$ cat src/rtl/vga_frame_capture.sv
// Receive-side VGA capture: recovers frame/line alignment from sync/blank,
// emits a coordinate-tagged 9-bit pixel stream and checks frame geometry.
module vga_frame_capture #(
  parameter int H_ACTIVE        = 640,
  parameter int V_ACTIVE        = 480,
  parameter bit SYNC_ACTIVE_LOW = 1'b1,
  localparam int XW             = $clog2(H_ACTIVE),
  localparam int YW             = $clog2(V_ACTIVE)
) (
  input  logic          clk,
  input  logic          reset,
  input  logic          vga_hs,
  input  logic          vga_vs,
  input  logic          vga_blank,
  input  logic [7:0]    vga_r,
  input  logic [7:0]    vga_g,
  input  logic [7:0]    vga_b,
  input  logic          err_clear,
  output logic          pix_valid,
  output logic [XW-1:0] pix_x,
  output logic [YW-1:0] pix_y,
  output logic [8:0]    pix_data,
  output logic          frame_done,
  output logic          locked,
  output logic          line_err,
  output logic          frame_err
);

  // Counters run one step past the active size so over-long lines/frames stay distinguishable.
  localparam int PCW = $clog2(H_ACTIVE + 2);
  localparam int LCW = $clog2(V_ACTIVE + 2);

  typedef enum logic [1:0] {SEEK, ARMED, LINE, GAP} state_t;

  state_t         state, state_nx;
  logic           vs_lvl, hs_lvl, vs_lvl_q, vs_start;
  logic [PCW-1:0] px_cnt, px_cnt_nx;
  logic [LCW-1:0] ln_cnt, ln_cnt_nx;
  logic           bad_frame, bad_frame_nx;
  logic           pix_p0, x_ok_p0, vld_p0;
  logic [XW-1:0]  x_p0;
  logic [YW-1:0]  y_p0;
  logic           line_ev, frame_ev, done_ev;

  function automatic logic [PCW-1:0] px_inc(input logic [PCW-1:0] v);
    return (v == PCW'(H_ACTIVE + 1)) ? v : v + 1'b1;
  endfunction

  function automatic logic [LCW-1:0] ln_inc(input logic [LCW-1:0] v);
    return (v == LCW'(V_ACTIVE + 1)) ? v : v + 1'b1;
  endfunction

  function automatic logic [XW-1:0] clamp_x(input logic [PCW-1:0] v);
    return (v >= PCW'(H_ACTIVE)) ? XW'(H_ACTIVE - 1) : v[XW-1:0];
  endfunction

  function automatic logic [YW-1:0] clamp_y(input logic [LCW-1:0] v);
    return (v >= LCW'(V_ACTIVE)) ? YW'(V_ACTIVE - 1) : v[YW-1:0];
  endfunction

  assign vs_lvl   = SYNC_ACTIVE_LOW ? ~vga_vs : vga_vs;
  assign hs_lvl   = SYNC_ACTIVE_LOW ? ~vga_hs : vga_hs;
  assign vs_start = vs_lvl & ~vs_lvl_q;

  always_comb begin
    state_nx     = state;
    px_cnt_nx    = px_cnt;
    ln_cnt_nx    = ln_cnt;
    bad_frame_nx = bad_frame;
    pix_p0       = 1'b0;
    x_ok_p0      = 1'b1;
    x_p0         = clamp_x(px_cnt);
    y_p0         = clamp_y(ln_cnt);
    line_ev      = 1'b0;
    frame_ev     = 1'b0;
    done_ev      = 1'b0;
    if (vs_start) begin
      // A new frame always wins, including over a pixel arriving this cycle.
      if (state == LINE || state == GAP) begin
        frame_ev = (ln_cnt != LCW'(V_ACTIVE)) || (state == LINE);
        done_ev  = !frame_ev && !bad_frame;
      end
      state_nx     = ARMED;
      px_cnt_nx    = '0;
      ln_cnt_nx    = '0;
      bad_frame_nx = 1'b0;
    end else begin
      case (state)
        ARMED, GAP: begin
          if (vga_blank) begin
            pix_p0    = 1'b1;
            x_p0      = '0;
            px_cnt_nx = PCW'(1);
            state_nx  = LINE;
          end
        end
        LINE: begin
          if (vga_blank) begin
            pix_p0    = 1'b1;
            x_ok_p0   = px_cnt < PCW'(H_ACTIVE);
            px_cnt_nx = px_inc(px_cnt);
          end else begin
            line_ev   = px_cnt != PCW'(H_ACTIVE);
            ln_cnt_nx = ln_inc(ln_cnt);
            state_nx  = GAP;
          end
          if (hs_lvl) line_ev = 1'b1;
        end
        default: ;
      endcase
      if (line_ev) bad_frame_nx = 1'b1;
    end
    vld_p0 = pix_p0 && x_ok_p0 && (ln_cnt < LCW'(V_ACTIVE));
  end

  always_ff @(posedge clk or negedge reset) begin
    if (!reset) begin
      state     <= SEEK;
      vs_lvl_q  <= 1'b1;
      px_cnt    <= '0;
      ln_cnt    <= '0;
      bad_frame <= 1'b0;
    end else begin
      state     <= state_nx;
      vs_lvl_q  <= vs_lvl;
      px_cnt    <= px_cnt_nx;
      ln_cnt    <= ln_cnt_nx;
      bad_frame <= bad_frame_nx;
    end
  end

  // p0 -> p1: registered pixel stream and status
  always_ff @(posedge clk or negedge reset) begin
    if (!reset) begin
      pix_valid  <= 1'b0;
      pix_x      <= '0;
      pix_y      <= '0;
      pix_data   <= '0;
      frame_done <= 1'b0;
      locked     <= 1'b0;
      line_err   <= 1'b0;
      frame_err  <= 1'b0;
    end else begin
      pix_valid  <= vld_p0;
      frame_done <= done_ev;
      if (pix_p0) begin
        pix_x    <= x_p0;
        pix_y    <= y_p0;
        pix_data <= {vga_r[7:5], vga_g[7:5], vga_b[7:5]};
      end
      line_err  <= line_ev | (line_err & ~err_clear);
      frame_err <= frame_ev | (frame_err & ~err_clear);
      if (line_ev || frame_ev) locked <= 1'b0;
      else if (done_ev)        locked <= 1'b1;
    end
  end

endmodule

$ cat config.mk
export PLATFORM = sky130hd
export DESIGN_NAME = vga_frame_capture
export DESIGN_NICKNAME = d
export VERILOG_FILES = /design/src/rtl/vga_frame_capture.sv
export SDC_FILE = /design/constraint.sdc
export NUM_CORES = 1
export LEC_CHECK = 0
export CAP_MARGIN = 20
export CORE_ASPECT_RATIO = 1.1
export CORE_MARGIN = 4
export CORE_UTILIZATION = 49
export DETAILED_ROUTE_END_ITERATION = 10
export GPL_ROUTABILITY_DRIVEN = 0
export PLACE_DENSITY = 0.91
export SETUP_SLACK_MARGIN = 0.4
export SLEW_MARGIN = 30
export SYNTH_ARGS = -nofsm -noshare
export SYNTH_HDL_FRONTEND = slang
export SYNTH_SLANG_ARGS = --single-unit
$ cat constraint.sdc
create_clock -name clk -period 1.9 [get_ports clk]
set_clock_uncertainty 0.05 [all_clocks]
set_input_delay 0.38 -clock clk [delete_from_list [all_inputs] [get_ports clk]]
set_output_delay 0.38 -clock clk [all_outputs]
set_load 0.05 [all_outputs]
==> results.cfg <==
[power_and_ir_drop]
peakVddDrop_v = 0.000376
leakagePower_nw = 1.72
power_density_nw_per_um2 = 820

[cells_and_area]
mostFrequentLayoutCells = buf_4, nand2_1, dfrtp_1
post_layout_instance_count_excluding_filler_cells = 425
seqCellArea_um2 = 1420
finalInstanceArea_um2 = 3740
post_route_utilization = 0.734
multi_input_comb_area_um2 = 1370
fillerInstances = 303
layout.cells.most_common = buf_4
drive_above_1_share = 0.382
flow.area_growth_from_synthesis_pct = 41.9
antennaDiodeCount = 0
total_nets_final = 388

[grt]
grt.overflow.total = 0
grt_use_total = 0.230
global_route_wire_length_before_repair_um = 12200
grt_pass1_vias = 2490
grt_start_max_net_pins = 36
initial_antenna_violation_count = 0

[sta]
worst_slew_margin_rel = 0.633
report.final.hold_viol_count = 0
timing.final.ws_setup_ns = 0.145
period_needed_ns = 1.76
final.setup.tns_ns = 0
timing_worst_slew_pin_value_ns = 0.551
rsz_0062_raised_after_global_routing = true
setup-violations-final = 0
fin_max_slew_vios = 0
min_period_over_period = 0.924
maxClockFrequency_mhz = 570

[setup_path]
critPathCaptureType = flop
crit_path_cell_trace = dlygate4sd2_1 > buf_4 > a211oi_4 > buf_4 > buf_4 > or4_1 > a21boi_1
startpoint_type = primary input
crit_fanout = 5
cp.buffers_inverters = 4
worst-setup-path-type = in -> reg
cpLargestDelayFamily = buffers and inverters
critical_path.max_stage_delay_ns = 0.50
arrival_ns = 1.93
worst-endpoint-required_ns = 2.08
critical-path-slowest-cell = or4_1
cpMostUsedCell = buf_4

[floorplanning]
placement_rows = 27
fp.dieW_um = 78.0
die-height_um = 85.0
floorplan.die_area_um2 = 6620
ios = 63
core-area_um2 = 5100
floorplan.initialDensity = 0.517

[yosys]
yosys.cell_types.count = 52
postSynth.asyncResetShare = 1.00
postSynthRegisterBits = 56
synth_largest_type_area_fraction = 0.522
mappedNetlistArea_um2 = 2640
yosysSeqAreaShare = 0.532
synthTopCellsByArea = dfrtp_1, nand2_1, o21ai_0
synth_enable_flop_cells = 0
yosysWarnings = 0
synthesis.nets = 304
post_synth_inst_count = 268
synth_area_per_cell_um2 = 9.85
synth_flop_cell = dfrtp_1
post-synth-top-area-cell = dfrtp_1

[drt]
final_antenna_net_count = 0
via_per_inst = 5.99
detailedRoute.firstIterationViolations = 405
detail_route.drc_violations = 0
route.vias.total = 2545
wl_per_cell_um = 19.4
firstDrtPassIters = 5
routed_wirelength_um = 8230

[clocking]
clock_path_buffers = 2
ctsRootBufferMaster = clkbuf_8
clkSlewWorstSetupHoldPaths_ns = 0.10
cts.htree.levels = 2
cts_tree = yes
tritoncts_num_sinks = 56
numCtsBuffers = 5
clock_latency_ns = 0.31

[flow_run]
max_cap_violations = 0

[placed_design]
place_area_um2 = 3310
placedCellCount = 398
post-dp-hpwl_um = 4720
io_buffers = 47
worst_setup_timing_slack_at_the_placement_stage_ns = -0.314

[outcome]
status = finished, final reports clean

[worst_hold_path]
timing.hold.worst.class = in -> reg
## cell usage after synthesis (4+ instances only)
library cell	count
dfrtp_1	55
xor2_1	4
inv_1	13
o21ai_0	19
and4_1	4
nand2_1	55
and3_1	4
ha_1	6
nand3_1	6
clkbuf_1	5
nor2_1	24
o22a_1	5
a21oi_1	4
## per-layer routing
layer  global-route usage  wire (um)
met5                    0          0
met3               0.0488        704
met2                0.393       4050
met1                0.279       3160
met4                0.100        316
## power by group
| group | leakage (nW) | switching, mW | internal [mW] |
|---|---|---|---|
| Combinational | 0.956 | 0.637 | 0.369 |
| Sequential | 0.723 | 0.104 | 1.31 |
| Clock | 0.0414 | 0.386 | 0.263 |
## state kept, by name, summed over array words and instances (netlist names)
register / count
ln_cnt: 9
pix_valid: 1
frame_done: 1
px_cnt: 10
vs_lvl_q: 1
frame_err: 1
locked: 1
state: 2
line_err: 1
pix_data: 9
bad_frame: 1
pix_y: 9
pix_x: 10
## what timing repair did
item                                    CTS  global route
resized for setup                        31            29
hold endpoints to repair                 17             0
endpoints found under the setup margin   47            36
setup buffers                            12             6
hold buffers                              1             0
pin swaps                                13            22
## cells by family after synthesis
| family | Yosys count | share of synthesized area |
|---|---|---|
| buffers and inverters | 22 | 0.0337 |
| multiplexers | 4 | 0.0156 |
| AO/OA/AOI/OAI | 57 | 0.157 |
| AND/OR/NAND/NOR | 117 | 0.213 |
| XOR/XNOR | 6 | 0.0199 |
| adder cells (fa/ha/maj) | 6 | 0.0284 |
| flip-flops | 56 | 0.532 |
## path summary, 6_finish.rpt
path                           start    endpoint  slack, ns  cells after the start
min reg2reg                bad_frame  frame_done       0.43                      1
max in group asynchronous      reset   px_cnt[8]       0.67                      3
max                        vga_blank   px_cnt[5]       0.14                      7
min in group asynchronous      reset    pix_y[6]       0.53                      2
max reg2reg                 state[0]   px_cnt[5]       0.15                      6
min                           vga_vs    vs_lvl_q       0.27                      2
## worst reg2reg max path, stage by stage (launching register included)
cell	delay, ns
dfrtp_2	0.42
or2_4	0.16
a211oi_4	0.07
buf_4	0.15
buf_4	0.15
or4_1	0.50
a21boi_1	0.18
## metrics by stage
stage / total power, mW / hold slack, ns
floorplan: 1.98 / 0.0344
global placement: 2.27 / 0.331
detailed placement: 2.31 / 0.334
CTS: 3.00 / 0.370
global route: 3.20 / 0.274
finish: 3.07 / 0.265
## cell type report
type                    instances  area share
flip-flops and latches         56       0.378
multi-input cells             190       0.366
repair buffers                 86       0.195
well taps                      72      0.0241
clock buffers                   6      0.0194
inverters                      13      0.0130
clock inverters                 2     0.00434
Note: power is estimated with default switching activity, not from simulation.
